**config.mk**
```make
export PLATFORM = sky130hd
export DESIGN_NAME = result_display_sequencer_flat
export DESIGN_NICKNAME = d
export VERILOG_FILES = /design/src/rtl/result_display_sequencer_if.sv /design/src/rtl/result_display_sequencer.sv /design/src/flat_wrapper.sv
export SDC_FILE = /design/constraint.sdc
export NUM_CORES = 1
export LEC_CHECK = 0
export ABC_CLOCK_PERIOD_IN_PS = 6930
export CORE_ASPECT_RATIO = 1.4
export CORE_MARGIN = 2
export CORE_UTILIZATION = 40
export CTS_CLUSTER_DIAMETER = 50
export DETAILED_ROUTE_END_ITERATION = 10
export RECOVER_POWER = 50
export SLEW_MARGIN = 20
export SYNTH_ARGS = -nofsm -noshare
export SYNTH_HDL_FRONTEND = slang
export SYNTH_SLANG_ARGS = --single-unit
export TNS_END_PERCENT = 1
```
**constraint.sdc**
```tcl
create_clock -name clk -period 6.93 [get_ports clk]
set_clock_uncertainty 0.15 [all_clocks]
set_input_delay 1.7325 -clock clk [delete_from_list [all_inputs] [get_ports clk]]
set_output_delay 1.7325 -clock clk [all_outputs]
set_load 0.01 [all_outputs]
```
**src/rtl/result_display_sequencer_if.sv**
```systemverilog
// rtl/result_display_sequencer_if.sv - result/display bundle between regression datapath and display sequencer
interface result_display_sequencer_if #(
  parameter int RESULT_WIDTH = 14
);
  logic                    load;
  logic [RESULT_WIDTH-1:0] slope_in;
  logic [RESULT_WIDTH-1:0] intercept_in;
  logic [RESULT_WIDTH-1:0] det_in;
  logic                    det_invalid;
  logic                    next;
  logic [6:0]              seg;
  logic                    dp;
  logic [1:0]              field;
  logic                    active;

  // Producer side: regression datapath plus user button.
  modport master (
    output load, slope_in, intercept_in, det_in, det_invalid, next,
    input  seg, dp, field, active
  );

  // Consumer side: the display sequencer.
  modport slave (
    input  load, slope_in, intercept_in, det_in, det_invalid, next,
    output seg, dp, field, active
  );
endinterface

```
**src/rtl/result_display_sequencer.sv**
```systemverilog
// rtl/result_display_sequencer.sv - steps slope/intercept/det results out to one 7-segment digit
module result_display_sequencer #(
  parameter int          RESULT_WIDTH = 14,
  parameter logic [31:0] HOLD_CYCLES  = 32'd50_000_000
) (
  input logic                      clk,
  input logic                      rst,
  result_display_sequencer_if.slave bus
);

  localparam logic [2:0] ST_IDLE  = 3'd0;
  localparam logic [2:0] ST_LABEL = 3'd1;
  localparam logic [2:0] ST_SIGN  = 3'd2;
  localparam logic [2:0] ST_TENS  = 3'd3;
  localparam logic [2:0] ST_ONES  = 3'd4;

  // Magnitude is one bit wider so the most negative input has an exact absolute value.
  localparam int          MW     = RESULT_WIDTH + 1;
  localparam logic [31:0] RELOAD = HOLD_CYCLES - 32'd1;

  localparam logic [6:0] G_MINUS = 7'h40;
  localparam logic [6:0] G_E     = 7'h79;
  localparam logic [6:0] G_BLANK = 7'h00;

  logic [2:0]       state_q, state_d;
  logic [1:0]       field_q, field_d;
  logic [31:0]      timer_q, timer_d;
  logic             next_q;
  logic [2:0]       sign_q;
  logic [2:0]       ovf_q;
  logic [2:0][3:0]  tens_q;
  logic [2:0][3:0]  ones_q;
  logic             inv_q;
  logic [6:0]       seg_q, seg_d;
  logic             dp_q, dp_d;
  logic             active_q, active_d;

  logic             adv_btn, adv_tmr, adv;
  logic [9:0]       slope_split, intercept_split, det_split;
  logic             cur_sign, cur_ovf;
  logic [3:0]       cur_tens, cur_ones;
  logic             cur_err;

  // Returns {sign, ovf, tens, ones} for one signed result.
  function automatic logic [9:0] split_value(input logic [RESULT_WIDTH-1:0] v);
    logic [MW-1:0] mag;
    logic [3:0]    tens;
    logic [3:0]    ones;
    mag  = v[RESULT_WIDTH-1] ? ({1'b0, ~v} + MW'(1)) : {1'b0, v};
    tens = 4'(mag / MW'(10));
    ones = 4'(mag % MW'(10));
    return {v[RESULT_WIDTH-1], (mag > MW'(99)), tens, ones};
  endfunction

  function automatic logic [6:0] digit_glyph(input logic [3:0] d);
    logic [6:0] g;
    case (d)
      4'd0:    g = 7'h3F;
      4'd1:    g = 7'h06;
      4'd2:    g = 7'h5B;
      4'd3:    g = 7'h4F;
      4'd4:    g = 7'h66;
      4'd5:    g = 7'h6D;
      4'd6:    g = 7'h7D;
      4'd7:    g = 7'h07;
      4'd8:    g = 7'h7F;
      4'd9:    g = 7'h6F;
      default: g = G_E;
    endcase
    return g;
  endfunction

  assign slope_split     = split_value(bus.slope_in);
  assign intercept_split = split_value(bus.intercept_in);
  assign det_split       = split_value(bus.det_in);

  assign adv_btn = bus.next & ~next_q;
  assign adv_tmr = (timer_q == 32'd0);
  assign adv     = adv_btn | adv_tmr;

  // Step sequencing and hold timer; load overrides any advance in the same cycle.
  always_comb begin
    state_d = state_q;
    field_d = field_q;
    timer_d = timer_q;
    if (bus.load) begin
      state_d = ST_LABEL;
      field_d = 2'd0;
      timer_d = RELOAD;
    end else if (state_q != ST_IDLE) begin
      if (adv) begin
        timer_d = RELOAD;
        case (state_q)
          ST_LABEL: state_d = ST_SIGN;
          ST_SIGN:  state_d = ST_TENS;
          ST_TENS:  state_d = ST_ONES;
          ST_ONES: begin
            state_d = ST_LABEL;
            field_d = (field_q == 2'd2) ? 2'd0 : field_q + 2'd1;
          end
          default:  state_d = ST_IDLE;
        endcase
      end else begin
        timer_d = timer_q - 32'd1;
      end
    end
  end

  // Select the latched values of the field about to be shown.
  always_comb begin
    cur_sign = sign_q[0];
    cur_ovf  = ovf_q[0];
    cur_tens = tens_q[0];
    cur_ones = ones_q[0];
    cur_err  = inv_q;
    case (field_d)
      2'd1: begin
        cur_sign = sign_q[1];
        cur_ovf  = ovf_q[1];
        cur_tens = tens_q[1];
        cur_ones = ones_q[1];
        cur_err  = inv_q;
      end
      2'd2: begin
        cur_sign = sign_q[2];
        cur_ovf  = ovf_q[2];
        cur_tens = tens_q[2];
        cur_ones = ones_q[2];
        cur_err  = 1'b0;
      end
      default: ;
    endcase
  end

  // Glyph for the upcoming step, so the outputs register alongside the state.
  always_comb begin
    seg_d    = G_BLANK;
    dp_d     = (state_d == ST_ONES);
    active_d = (state_d != ST_IDLE);
    case (state_d)
      ST_LABEL: begin
        case (field_d)
          2'd0:    seg_d = 7'h6D;
          2'd1:    seg_d = 7'h7C;
          default: seg_d = 7'h5E;
        endcase
      end
      ST_SIGN:  seg_d = cur_sign ? G_MINUS : G_BLANK;
      ST_TENS:  seg_d = (cur_ovf | cur_err) ? G_E : digit_glyph(cur_tens);
      ST_ONES:  seg_d = (cur_ovf | cur_err) ? G_E : digit_glyph(cur_ones);
      default:  seg_d = G_BLANK;
    endcase
  end

  // Sequencer state, result latches and registered outputs.
  always_ff @(posedge clk or posedge rst) begin
    if (rst) begin
      state_q  <= ST_IDLE;
      field_q  <= 2'd0;
      timer_q  <= RELOAD;
      next_q   <= 1'b0;
      sign_q   <= '0;
      ovf_q    <= '0;
      tens_q   <= '0;
      ones_q   <= '0;
      inv_q    <= 1'b0;
      seg_q    <= G_BLANK;
      dp_q     <= 1'b0;
      active_q <= 1'b0;
    end else begin
      state_q  <= state_d;
      field_q  <= field_d;
      timer_q  <= timer_d;
      next_q   <= bus.next;
      seg_q    <= seg_d;
      dp_q     <= dp_d;
      active_q <= active_d;
      if (bus.load) begin
        sign_q <= {det_split[9], intercept_split[9], slope_split[9]};
        ovf_q  <= {det_split[8], intercept_split[8], slope_split[8]};
        tens_q <= {det_split[7:4], intercept_split[7:4], slope_split[7:4]};
        ones_q <= {det_split[3:0], intercept_split[3:0], slope_split[3:0]};
        inv_q  <= bus.det_invalid;
      end
    end
  end

  assign bus.seg    = seg_q;
  assign bus.dp     = dp_q;
  assign bus.field  = field_q;
  assign bus.active = active_q;

endmodule

```
**src/flat_wrapper.sv**
```systemverilog
// flat-port wrapper written by rule: the top's interface ports become plain ports
module result_display_sequencer_flat 
#(
  parameter int          RESULT_WIDTH = 14,
  parameter logic [31:0] HOLD_CYCLES  = 32'd50_000_000
)
  (clk, rst, bus_load, bus_slope_in, bus_intercept_in, bus_det_in, bus_det_invalid, bus_next, bus_seg, bus_dp, bus_field, bus_active);
  result_display_sequencer_if #(.RESULT_WIDTH(RESULT_WIDTH)) bus_i ();
  input logic clk;
  input logic rst;
  input wire logic [$bits(bus_i.load)-1:0] bus_load;
  input wire logic [$bits(bus_i.slope_in)-1:0] bus_slope_in;
  input wire logic [$bits(bus_i.intercept_in)-1:0] bus_intercept_in;
  input wire logic [$bits(bus_i.det_in)-1:0] bus_det_in;
  input wire logic [$bits(bus_i.det_invalid)-1:0] bus_det_invalid;
  input wire logic [$bits(bus_i.next)-1:0] bus_next;
  output wire logic [$bits(bus_i.seg)-1:0] bus_seg;
  output wire logic [$bits(bus_i.dp)-1:0] bus_dp;
  output wire logic [$bits(bus_i.field)-1:0] bus_field;
  output wire logic [$bits(bus_i.active)-1:0] bus_active;
  assign bus_i.load = bus_load;
  assign bus_i.slope_in = bus_slope_in;
  assign bus_i.intercept_in = bus_intercept_in;
  assign bus_i.det_in = bus_det_in;
  assign bus_i.det_invalid = bus_det_invalid;
  assign bus_i.next = bus_next;
  assign bus_seg = bus_i.seg;
  assign bus_dp = bus_i.dp;
  assign bus_field = bus_i.field;
  assign bus_active = bus_i.active;
  result_display_sequencer #(.RESULT_WIDTH(RESULT_WIDTH), .HOLD_CYCLES(HOLD_CYCLES)) u_core (.clk(clk), .rst(rst), .bus(bus_i));
endmodule
```
==> results.json, run 1 <==
{
  "num_rows": 64,
  "power_density_nw_per_um2": 204,
  "m1WireLength_mm": 10.7,
  "end_kind": "flop",
  "ir_drop_v": 0.000112,
  "final-max-slew-violation-count": 116,
  "drc": 0,
  "holdCritStartpoint": "u_core.timer_q[31]$_DFFE_PP0P_",
  "die_area_sq_um": 23500,
  "coreArea_sq_um": 21900,
  "cp_max_fo": 7,
  "postPlaceCellArea_sq_um": 11200,
  "rr_worst_depth": 23,
  "arrival_ns": 6.81,
  "pin_count": 58,
  "tightestPinTransition_ns": 4.06,
  "final_util_pct": 56.6,
  "met3WireLength_um": 617,
  "routabilityCongestion": 0.932,
  "ys_ff_latch": 78,
  "dieHeight_um": 181,
  "layout_commonest_cell": "buf_4",
  "crit_path_start_kind": "input pin",
  "fmax_mhz": 148,
  "nNetsFinal": 1452,
  "hpwlAfterDp_mm": 19.8,
  "start_util_pct": 40.8,
  "async_flop_share_pct": 100,
  "numCtsBuffers": 9,
  "vias": 9522,
  "rsz0062_at_grt": "yes",
  "postRouteAntennaNets": 0,
  "area_delta_synth_final_pct": 38.7,
  "grt_pass1_wl_mm": 42.8,
  "synth_edf_count": 0,
  "stdcell_count": 1677,
  "clk_path_buf_depth": 2,
  "holdPathStages": 1,
  "layout-drive-gt1-share_pct": 30.8,
  "dr.pass1.iters": 5,
  "rr_endpoint": "u_core.bus.seg[6]$_DFF_PP0_",
  "r2r_slack_ns": 0.79,
  "avgSynthCellArea_sq_um": 7.85,
  "gr-usage-all-layers_pct": 21.7,
  "insertion_delay_ns": 0.34,
  "avgRoutedWirePerCell_um": 15.6,
  "via_per_inst": 5.68,
  "syn-num-nets": 1214,
  "antenna_found_initial": 0,
  "outcome": "complete, but fails checks",
  "grt_overflow": 0,
  "setup_viol": 0,
  "post-route-period-util_pct": 97.3,
  "port_buffers": 57,
  "crit_path_max_incr_delay_ns": 0.54,
  "met2WireLength_mm": 14.2,
  "ys.flop_type": "dfrtp_1",
  "cts_tree": "yes",
  "cts-htree-levels": 3,
  "netlist_instances": 1137,
  "cts-root-buf": "clkbuf_16",
  "path_cells": "clkdlybuf4s50_1, or3_4, or4_1, a41oi_4, nand3_2, a31oi_2, o22ai_2, a2111oi_4, buf_4, nor2_2, buf_4, nand3_1, a21oi_1, o31a_1, or2b_1, nand2_1, o31ai_2, ha_2, nor2b_4, o31ai_1, o31ai_1, a211oi_2, xnor2_1, mux2_4",
  "routed_wl_mm": 26.1,
  "fin_crit_ns": 6.74,
  "netlist_area_sq_um": 8920,
  "grt_start_max_net_pins": 79,
  "ys_seq_area_share_pct": 22.1,
  "cts.sinks": 78,
  "max_cap_viol_count": 2,
  "relSlewSlack_pct": -171,
  "hold_end": "u_core.timer_q[31]$_DFFE_PP0P_",
  "leakagePower_uw": 0.00504,
  "reg2reg_from": "u_core.timer_q[16]$_DFFE_PP0P_",
  "postCtsHoldBufs": 0,
  "crit_slowest_cell": "or4_1",
  "crit_type": "input pin to flop",
  "clk_pin_slew_ns": 0.06,
  "required_ns": 7.00,
  "fin_area_sq_um": 12400,
  "dp_cells": 1636,
  "top_layer": "met4",
  "synth_warnings": 0,
  "diodes": 0,
  "drt-initial-drc-count": 516,
  "hp-class": "flop to flop",
  "grt_pass1_vias": 9259,
  "violations": "capacitance limit, slew limit",
  "ys_types": 113,
  "finalHoldViolCount": 0,
  "die_w_um": 130,
  "final_cell_mix": "buf_4, nor2_1, nand2_1"
}
-- synth_stat cells, drive strengths merged (13+ instances only) --
cell type / count / share of area, %
a211oi: 15 / 1.4
a21oi: 72 / 4.1
a22oi: 17 / 1.4
a31oi: 21 / 1.5
buf: 19 / 1.4
clkbuf: 44 / 1.9
dfrtp: 60 / 17
dfstp: 18 / 5.3
ha: 30 / 4.2
inv: 39 / 1.6
mux2: 16 / 2.1
mux2i: 15 / 1.7
nand2: 101 / 4.2
nand2b: 14 / 0.98
nand3: 36 / 2.0
nor2: 114 / 4.9
nor3: 58 / 3.6
nor4: 31 / 2.8
o21ai: 67 / 3.9
o31ai: 22 / 2.0
or2: 13 / 0.91
or3: 18 / 1.3
or4: 15 / 1.4
xnor2: 58 / 5.8
xor2: 30 / 2.9
-- per-layer routing --
| layer | global-route usage [%] | vias up |
|---|---|---|
| met5 | 0 | - |
| met4 | 5.76 | 0 |
| met3 | 1.95 | 46 |
| met2 | 41.3 | 186 |
| met1 | 25.5 | 4513 |
| li1 | - | 4777 |
-- worst max-delay path: cells and delay by family --
family	cells	cell delay [ns]
AOI/OAI and AO/OA	10	1.96
buffers and inverters	3	0.78
muxes	1	0.26
xor gates and xnor gates	1	0.11
and+or+nand+nor	8	1.74
adders and majority gates	1	0.22
-- kinds of logic after synthesis --
group | Yosys count | synth area share, %
AOI/OAI and AO/OA | 345 | 28.7
xor gates and xnor gates | 88 | 8.72
adders and majority gates | 32 | 4.45
buffers and inverters | 103 | 4.96
DFF | 78 | 22.1
muxes | 31 | 3.74
and+or+nand+nor | 460 | 27.3
-- report_power, final --
group / internal [uW] / total (uW) / switching, uW
sequential: 527 / 572 / 45.3
combinational: 677 / 1420 / 746
clock: 351 / 536 / 184
total: 1550 / 2530 / 975
-- cell type report --
cell class | count | area (sq um)
clock buffers | 10 | 229
clock inverters | 6 | 108
fillers | 2056 | 9490
inverters | 40 | 151
multi-input cells | 956 | 7140
flip-flops and latches | 78 | 1970
well taps | 297 | 372
repair buffers | 290 | 2400
-- registers in the layout, summed over array words and instances (netlist names), 2 cells and up --
| name | count |
|---|---|
| u_core.state_q | 3 |
| u_core.ones_q | 12 |
| u_core.timer_q | 32 |
| u_core.ovf_q | 3 |
| u_core.tens_q | 12 |
| u_core.bus.seg | 7 |
| u_core.sign_q | 3 |
| u_core.bus.field | 2 |
-- worst max path at each step --
stage	slack [ns]	startpoint	end
2_1_floorplan	0.05	bus_slope_in[2]	u_core.ones_q[2]$_DFFE_PP0P_
3_3_place_gp	-0.59	bus_intercept_in[3]	u_core.ones_q[5]$_DFFE_PP0P_
3_5_place_dp	-0.58	bus_slope_in[2]	u_core.ones_q[1]$_DFFE_PP0P_
4_1_cts	-0.007	bus_intercept_in[3]	u_core.tens_q[4]$_DFFE_PP0P_
5_1_grt	-0.08	bus_slope_in[0]	u_core.ones_q[2]$_DFFE_PP0P_
6_report	0.19	bus_intercept_in[2]	u_core.ones_q[5]$_DFFE_PP0P_
-- per-stage QoR --
step           TNS (ns)  setup WS [ns]  power (uW)  hold WS, ns
2_1_floorplan         0         0.0459        1390        0.288
3_3_place_gp      -2.70         -0.585        1840        0.324
6_report              0          0.188        2530        0.346
4_1_cts         -0.0118       -0.00687        2440        0.342
3_5_place_dp      -3.23         -0.578        1860        0.329
5_1_grt          -0.290        -0.0838        2710        0.368
-- repair_timing --
item | 4_1_cts | 5_1_grt
pin swaps | 15 | 49
buffers inserted | 4 | 21
gates resized for setup | 31 | 107
setup endpoints to repair | 6 | 9
No activity file was read; power rests on OpenSTA's default activity.
==> run 2: changes to the inputs <==
--- a/config.mk
+++ b/config.mk
@@ -9,6 +9,7 @@
 export CORE_ASPECT_RATIO = 1.4
 export CORE_MARGIN = 2
 export CORE_UTILIZATION = 40
+export CTS_BUF_LIST = sky130_fd_sc_hd__clkbuf_8
 export CTS_CLUSTER_DIAMETER = 50
 export DETAILED_ROUTE_END_ITERATION = 10
 export RECOVER_POWER = 50
==> results.json, run 2 (synthesis results as in run 1) <==
{
  "tightestPinTransition_ns": 4.08,
  "vias": 9514,
  "relSlewSlack_pct": -172,
  "port_buffers": 57,
  "grt_start_max_net_pins": 79,
  "required_ns": 7.04,
  "max_cap_viol_count": 1,
  "setup_viol": 0,
  "num_rows": 64,
  "postRouteAntennaNets": 0,
  "grt_pass1_wl_mm": 42.6,
  "clk_pin_slew_ns": 0.08,
  "largest_reg_flops": 32,
  "die_area_sq_um": 23500,
  "cts-htree-levels": 3,
  "clk_path_buf_depth": 2,
  "power.total_uw": 2370,
  "routabilityCongestion": 0.932,
  "nNetsFinal": 1442,
  "fin_crit_ns": 6.77,
  "post-route-period-util_pct": 97.8,
  "regMostFlops": "u_core.timer_q",
  "die_w_um": 130,
  "hp-class": "flop to flop",
  "drc": 0,
  "stdcell_count": 1667,
  "hpwlAfterDp_mm": 19.8,
  "leakagePower_uw": 0.00490,
  "insertion_delay_ns": 0.38,
  "cp_max_fo": 6,
  "coreArea_sq_um": 21900,
  "crit_path_start_kind": "input pin",
  "rsz0062_at_grt": "yes",
  "final-max-slew-violation-count": 79,
  "power_density_nw_per_um2": 197,
  "avgRoutedWirePerCell_um": 15.5,
  "final_cell_mix": "buf_4, nor2_1, nand2_1",
  "end_kind": "flop",
  "cts-root-buf": "clkbuf_8",
  "arrival_ns": 6.88,
  "violations": "capacitance limit, slew limit",
  "diodes": 0,
  "outcome": "complete, but fails checks",
  "pin_count": 58,
  "crit_type": "input pin to flop",
  "cts_tree": "yes",
  "dieHeight_um": 181,
  "dr.pass1.iters": 5,
  "fmax_mhz": 148,
  "layout-drive-gt1-share_pct": 29.7,
  "nFillCells": 2105,
  "cts.sinks": 78,
  "postCtsHoldBufs": 0,
  "numCtsBuffers": 9,
  "start_util_pct": 40.8,
  "area_delta_synth_final_pct": 35.3,
  "routed_wl_mm": 25.9,
  "top_regs": "u_core.timer_q (32), u_core.ones_q (12), u_core.tens_q (12)",
  "dp_cells": 1636,
  "antenna_found_initial": 0,
  "via_per_inst": 5.71,
  "grt_overflow": 0,
  "finalHoldViolCount": 0,
  "drt-initial-drc-count": 565,
  "layout_commonest_cell": "buf_4",
  "gr-usage-all-layers_pct": 21.6,
  "grt_pass1_vias": 9217,
  "ir_drop_v": 0.000179
}
-- run 2: area by class of cell --
type                            instances  area (sq um)  area share (%)
Multi-Input combinational cell        956          7020            58.2
Tap cell                              297           372            3.08
Inverter                               40           151            1.25
Clock inverter                          7           111           0.923
Timing Repair Buffer                  280          2310            19.2
Sequential cell                        78          1970            16.4
Clock buffer                            9           124            1.03
-- run 2: where the power goes --
group,internal [uW],switching (uW),total [uW]
sequential,526,44.4,570
clock,237,174,411
combinational,659,733,1390
total,1420,951,2370
-- run 2: worst max-delay path, stage by stage --
cell and delay, ns:
clkdlybuf4s50_1 0.44, buf_4 0.18, nand2b_2 0.23, o41ai_4 0.30, buf_4 0.19, xor2_2 0.20
or3_1 0.15, nand4_1 0.26, buf_4 0.25, buf_4 0.13, a311oi_2 0.24, buf_4 0.17
a31oi_2 0.09, o211a_1 0.28, nor4_4 0.30, or2_4 0.17, or2b_1 0.24, nand2_1 0.09
o31ai_2 0.08, ha_2 0.22, nor2b_2 0.17, o31ai_1 0.06, o31ai_1 0.11, a211oi_2 0.23
xnor2_1 0.11, mux2_4 0.26
-- run 2: metal layers --
layer / track usage [%] / vias to the layer above / part of all wire, %
met5: 0 / - / 0
met4: 6.32 / 0 / 2.5
met3: 1.84 / 49 / 2.2
met2: 41.0 / 170 / 54
met1: 25.4 / 4537 / 41
li1: - / 4758 / -
-- run 2: worst paths after layout --
check	start	endpoint	slack (ns)	cells after the start
max in group asynchronous	rst	u_core.tens_q[7]$_DFFE_PP0P_	1.08	3
worst max register to register	u_core.timer_q[16]$_DFFE_PP0P_	u_core.bus.seg[6]$_DFF_PP0_	0.79	23
worst max-delay path	bus_intercept_in[2]	u_core.ones_q[5]$_DFFE_PP0P_	0.16	26
min in group asynchronous	rst	u_core.tens_q[11]$_DFFE_PP0P_	3.29	3
worst min register to register	u_core.timer_q[31]$_DFFE_PP0P_	u_core.timer_q[31]$_DFFE_PP0P_	0.35	1
worst min-delay path	u_core.timer_q[31]$_DFFE_PP0P_	u_core.timer_q[31]$_DFFE_PP0P_	0.35	1
-- run 2: through the flow --
step           hold WS (ns)  cell area (sq um)  setup WS, ns  utilization, %  setup TNS (ns)
3_5_place_dp          0.329              11200        -0.578            51.1           -3.23
5_1_grt               0.374              12100       -0.0922            55.2          -0.285
3_3_place_gp          0.324              11200        -0.585            51.1           -2.70
4_1_cts               0.346              11600        0.0137            52.9               0
6_report              0.350              12100         0.155            55.2               0
2_1_floorplan         0.288               8920        0.0459               -               0
-- run 2: repair_timing --
action | 4_1_cts | 5_1_grt
gates cloned | 0 | 0
endpoints found under the hold margin | 0 | 0
setup endpoints to repair | 4 | 8
gates resized for setup | 28 | 89
pin swaps | 11 | 37
setup buffers | 4 | 11
